`src/rtl/apb_memif_xbar.sv`:
```
// APB slave that forwards each access to one of NUM_PORTS memory-style target ports.
// Optional WAIT timeout is compiled in with `define APB_MEMIF_TIMEOUT_EN.
module apb_memif_xbar #(
   parameter int ADDR_WIDTH     = 32,
   parameter int DATA_WIDTH     = 32,
   parameter int NUM_PORTS      = 4,
   parameter int PORT_SEL_LSB   = 12,
   parameter int TIMEOUT_CYCLES = 255
) (
   input  logic                            clk_i,
   input  logic                            srst_i,
   input  logic                            psel_i,
   input  logic                            penable_i,
   input  logic [ADDR_WIDTH-1:0]           paddr_i,
   input  logic                            pwrite_i,
   input  logic [DATA_WIDTH-1:0]           pwdata_i,
   input  logic [DATA_WIDTH/8-1:0]         pstrb_i,
   output logic                            pready_o,
   output logic [DATA_WIDTH-1:0]           prdata_o,
   output logic                            pslverr_o,
   output logic [NUM_PORTS-1:0]            mreq_o,
   output logic [ADDR_WIDTH-1:0]           maddr_o,
   output logic                            mwe_o,
   output logic [DATA_WIDTH-1:0]           mwdata_o,
   output logic [DATA_WIDTH/8-1:0]         mstrb_o,
   input  logic [NUM_PORTS-1:0]            mack_i,
   input  logic [NUM_PORTS*DATA_WIDTH-1:0] mrdata_i,
   input  logic [NUM_PORTS-1:0]            mresp_i
);

   localparam int IW = (NUM_PORTS > 1) ? $clog2(NUM_PORTS) : 1;

   // Table of which select-field values map to an existing port; avoids a range compare
   function automatic logic [(1<<IW)-1:0] valid_mask();
      logic [(1<<IW)-1:0] m;
      for (int k = 0; k < (1 << IW); k++) m[k] = (k < NUM_PORTS);
      return m;
   endfunction

   localparam logic [(1<<IW)-1:0] VALID_MASK = valid_mask();

   typedef enum logic [1:0] {S_IDLE, S_WAIT, S_RESP} state_t;

   state_t                state;
   state_t                state_next;
   logic [IW-1:0]         idx;
   logic [IW-1:0]         idx_q;
   logic [IW-1:0]         idx_next;
   logic [IW-1:0]         sel;
   logic                  write_q;
   logic                  write_next;
   logic                  decode_err;
   logic                  sel_ack;
   logic                  sel_resp;
   logic [DATA_WIDTH-1:0] sel_data;
   logic                  go_resp;
   logic                  resp_err;
   logic [DATA_WIDTH-1:0] resp_data;
   logic                  timeout;

   assign maddr_o  = paddr_i;
   assign mwe_o    = pwrite_i;
   assign mwdata_o = pwdata_i;
   assign mstrb_o  = pstrb_i;

   assign idx        = paddr_i[PORT_SEL_LSB +: IW];
   assign decode_err = !VALID_MASK[idx];
   assign sel        = (state == S_IDLE) ? idx : idx_q;

   always_comb begin
      sel_ack  = 1'b0;
      sel_resp = 1'b0;
      sel_data = '0;
      for (int k = 0; k < NUM_PORTS; k++) begin
         if (int'(sel) == k) begin
            sel_ack  = mack_i[k];
            sel_resp = mresp_i[k];
            sel_data = mrdata_i[k*DATA_WIDTH +: DATA_WIDTH];
         end
      end
   end

`ifdef APB_MEMIF_TIMEOUT_EN
   localparam int CW = $clog2(TIMEOUT_CYCLES + 1);

   logic [CW-1:0] wait_cnt;

   // Counter sits at zero outside WAIT, so it is already clear on entry
   always_ff @(posedge clk_i) begin
      if (srst_i || state != S_WAIT) wait_cnt <= '0;
      else                           wait_cnt <= wait_cnt + 1'b1;
   end

   assign timeout = (state == S_WAIT) && (wait_cnt == CW'(TIMEOUT_CYCLES - 1));
`else
   assign timeout = 1'b0;
`endif

   always_comb begin
      state_next = state;
      idx_next   = idx_q;
      write_next = write_q;
      go_resp    = 1'b0;
      resp_err   = 1'b0;
      resp_data  = '0;
      mreq_o     = '0;
      case (state)
         S_IDLE: begin
            if (psel_i && penable_i) begin
               if (decode_err) begin
                  go_resp    = 1'b1;
                  resp_err   = 1'b1;
                  state_next = S_RESP;
               end else begin
                  for (int k = 0; k < NUM_PORTS; k++) begin
                     if (int'(idx) == k) mreq_o[k] = 1'b1;
                  end
                  idx_next   = idx;
                  write_next = pwrite_i;
                  if (sel_ack) begin
                     go_resp    = 1'b1;
                     resp_err   = sel_resp;
                     resp_data  = pwrite_i ? '0 : sel_data;
                     state_next = S_RESP;
                  end else begin
                     state_next = S_WAIT;
                  end
               end
            end
         end
         S_WAIT: begin
            // A real ack wins over a timeout landing in the same cycle
            if (sel_ack) begin
               go_resp    = 1'b1;
               resp_err   = sel_resp;
               resp_data  = write_q ? '0 : sel_data;
               state_next = S_RESP;
            end else if (timeout) begin
               go_resp    = 1'b1;
               resp_err   = 1'b1;
               state_next = S_RESP;
            end
         end
         S_RESP:  state_next = S_IDLE;
         default: state_next = S_IDLE;
      endcase
      if (srst_i) mreq_o = '0;
   end

   // APB response outputs are loaded only on the transition into RESP, zero otherwise
   always_ff @(posedge clk_i) begin
      if (srst_i) begin
         state     <= S_IDLE;
         idx_q     <= '0;
         write_q   <= 1'b0;
         pready_o  <= 1'b0;
         prdata_o  <= '0;
         pslverr_o <= 1'b0;
      end else begin
         state     <= state_next;
         idx_q     <= idx_next;
         write_q   <= write_next;
         pready_o  <= go_resp;
         prdata_o  <= resp_data;
         pslverr_o <= resp_err;
      end
   end

endmodule
```
`config.mk`:
```
export PLATFORM = sky130hd
export DESIGN_NAME = apb_memif_xbar
export DESIGN_NICKNAME = d
export VERILOG_FILES = /design/src/rtl/apb_memif_xbar.sv
export SDC_FILE = /design/constraint.sdc
export NUM_CORES = 1
export LEC_CHECK = 0
export CORE_AREA = 2 2 123 125
export DETAILED_ROUTE_END_ITERATION = 16
export DIE_AREA = 0 0 125 127
export GPL_ROUTABILITY_DRIVEN = 0
export GPL_TIMING_DRIVEN = 0
export PLACE_DENSITY = 0.57
export SLEW_MARGIN = 20
export SYNTH_ARGS = -nofsm -noshare
export SYNTH_HDL_FRONTEND = slang
export SYNTH_SLANG_ARGS = --single-unit
```
`constraint.sdc`:
```
create_clock -name clk_i -period 2.34 [get_ports clk_i]
set_input_delay 0.234 -clock clk_i [delete_from_list [all_inputs] [get_ports clk_i]]
set_output_delay 0.234 -clock clk_i [all_outputs]
set_load 0.01 [all_outputs]
```
==> results summary <==
The worst clock skew is 5.04 ps. Headroom to the max-slew limit came out at 0.621. Of the cells placed in the final design, the portion with a size suffix greater than 1 is 0.194. The number of global-route vias before repair came out at between 3k and 4k. The post-CTS setup repair buffer count is 0. The CTS sink count is 39. Entering global routing, the biggest net connects 13 pins. The minimum setup slack among reg-to-reg paths came out at 230 ps.

In this run the horizontal extent of the chip is approximately 130 µm. The leakage power came out at around 2.3 nW. The initial core utilization is 0.187. CTS placed an instance of clkbuf_16 at the clock tree root. The worst ir drop on vdd came out at 0.284 mV. For this run, the register share of the synthesized area comes to 0.290. The maximum fanout encountered on the critical timing path is 6. The path with the worst hold slack has its endpoint at write_q. The launching point of the worst reg2reg path is state[1].

The worst path required time came out at about 2100 ps. STA puts the critical path data arrival time at 1950 ps. The clock latency at the later pin of the worst-skew pair is about 280 ps. The final-report setup violation count is 0.

The combined global-route utilization of all metal layers is 0.139. The wire length per cell after detailed routing is approximately 16 µm. Setup repair after global routing left no endpoint under its margin. The final-layout setup total negative slack came out at 0 ps.

The actual slew at the worst max-slew pin came out at approximately 560 ps. The hold violation count in the final report is 0. The number of top-level pins is between 300 and 400. Summed over all layers, the routed wires come to 11.7 mm. dfxtp_1 takes more of the synthesized area than any other cell. Synthesis handed over a netlist of 279 instances. With fillers left out, the area of the finished cells amounts to 0.00558 mm². The area of the die is 0.0159 mm².

The overall power of the completed layout came out at ~2.3 mW. The endpoint identified for the worst register-to-register timing path is prdata_o[27]. The maximum root-to-sink buffer count came out at 2.

In the routed design, unresolved DRC markers number 0. The yosys synthesis warning count came out at 0. By area the synthesized netlist is led by dfxtp_1 (29%), mux2i_1 (23%), buf_4 (20%). Dividing total power by cell area gives a power density of between 400 and 500 mW/mm². The standard cell area after detailed placement is 0.00541 mm². The layout overhead on the synthesized area is 107%. The worst setup path is captured at a primary output. The number of stages on the worst hold path is 2.

The number of buffers added to fix hold violations after cts came out at 0. The row count came out at 44. The max-cap check violation count is 0. The average vias per placed instance came out at ~4.2.

The minimum clock period after layout is roughly 2200 ps. The final-stage net count is between 700 and 800. The leading cell type in the layout, fill and taps excluded is clkdlybuf4s50_1. The number of cells on the worst reg-to-reg path is 7. In the finished design, the share of the clock period the worst path needs comes to 0.932. In this run the tool buffered the top-level ports with 249 buffer cells. The first global-routing pass estimated 17.3 mm of wire. The pre-CTS setup slack came out at -163 ps. The count of state elements after synthesis came out at 39. The remaining antenna violation count came out at 0. The total vias in the final route came out at roughly 3.0k. After the first detailed-routing iteration, the DRC count stood at 64.

The path class of the tightest hold or removal check is register to register. The upper clock frequency limit is 0.459 GHz. The number of different library cells in the post-synthesis netlist is 33. TritonCTS built the clock tree. STA classifies the critical path startpoint as a primary input.

The total standard cell area after synthesis came out at ~0.0027 mm². The post-cts repair resize count is 0. The synthesized netlist net count came out at roughly 500. The run finished with clean final reports. The clock edge transition at the registers on the reported setup and hold paths is 60 ps. The critical path in this run is classified as primary input to primary output.

The mean instance size in the synthesized netlist came out at 9.64 µm². The startpoint identified for the worst hold timing path is write_q. The worst path meets setup with around 160 ps of slack. The top cell types in the final layout, fill and taps aside, are clkdlybuf4s50_1 (249), buf_4 (72), mux2i_1 (61). The total overflow left after global routing is 0. The top cell type's share of synthesized area is 0.290.

The total number of H-tree levels came out at 2. The vertical die dimension is 127 µm. Hold is met by just under 500 ps.

The number of antenna diodes in the final layout is 0. The total clock buffers created by CTS came out at 5. The core region is ~0.014 mm². The number of antenna violations at the first check in global routing came out at 0. Summed over all nets, the half-perimeter wirelength after detailed placement is approximately 10 mm. The number of pins exceeding their max-slew limit in the final report came out at 0.

The first TritonRoute pass finished after 4 iterations.
through the flow:
stage,cells,utilization
after floorplan,279,-
after global routing,720,0.387
after CTS,720,0.386
after global placement,712,0.375
final,720,0.387
after detailed placement,712,0.375
power breakdown:
part / switching, mW / total [mW] / internal (mW)
registers: 0.00673 / 0.690 / 0.683
clock network: 0.280 / 0.733 / 0.454
logic: 0.294 / 0.837 / 0.543
total: 0.581 / 2.26 / 1.68
flip-flops by register name (all words and copies together), names as in the netlist:
register,flops
prdata_o,32
state,2
pready_o,1
pslverr_o,1
idx_q,2
write_q,1
metal layers:
metal  track usage  vias to the layer above  wire [µm]
met3        0.0440                        7       1100
met1         0.152                     1367       4460
li1              -                     1452          -
met4        0.0353                        0        129
met2         0.262                      197       6040
met5             0                        -          0
cells in the mapped netlist:
| cell | instances |
|---|---|
| a211oi_4 | 1 |
| mux2_2 | 1 |
| nor2_1 | 7 |
| a31oi_1 | 6 |
| a21boi_2 | 2 |
| nand2_1 | 15 |
| o211ai_4 | 2 |
| buf_6 | 6 |
| o21ai_0 | 3 |
| mux4_2 | 1 |
| nand4bb_1 | 1 |
| o22ai_1 | 29 |
| buf_4 | 72 |
| o22ai_2 | 2 |
| nor3b_1 | 1 |
| o21a_1 | 1 |
| nor3_1 | 7 |
| or3b_4 | 1 |
| clkbuf_4 | 1 |
| dfxtp_1 | 39 |
| and3b_1 | 3 |
| mux2i_1 | 61 |
| o21ai_2 | 1 |
| or3_1 | 3 |
| buf_2 | 2 |
| nor3b_2 | 1 |
| nand2b_1 | 1 |
| and3_4 | 2 |
| and3_1 | 2 |
| nor4_1 | 1 |
| a21boi_0 | 1 |
| a21oi_1 | 2 |
| o32ai_1 | 1 |
cell families (layout without fill, tap and decap cells):
group | after synthesis | count (layout) | synth area share
compound gates | 51 | 51 | 0.144
simple gates | 45 | 45 | 0.0940
flops | 39 | 39 | 0.290
mux | 63 | 63 | 0.240
buf+inv | 81 | 338 | 0.233
layout make-up:
| type | count | area, µm² |
|---|---|---|
| Tap cell | 184 | 230 |
| Clock inverter | 1 | 7.51 |
| Multi-Input combinational cell | 159 | 1290 |
| Fill cell | 1436 | 8840 |
| Sequential cell | 39 | 781 |
| Timing Repair Buffer | 249 | 2490 |
| Buffer | 81 | 626 |
| Clock buffer | 7 | 153 |
worst max path at each step:
stage | to | depth (start not counted) | from
finish | mreq_o[0] | 4 | srst_i
global route | mreq_o[0] | 4 | srst_i
CTS | mreq_o[0] | 4 | srst_i
detailed placement | prdata_o[27] | 7 | paddr_i[13]
global placement | prdata_o[27] | 7 | paddr_i[13]
floorplan | pslverr_o | 5 | state[1]
critical path: stages:
cell             delay [ps]
clkdlybuf4s50_1         550
nor4_2                  370
nor3b_1                 220
clkdlybuf4s50_1         560
Power figures use the tool's default switching activity.
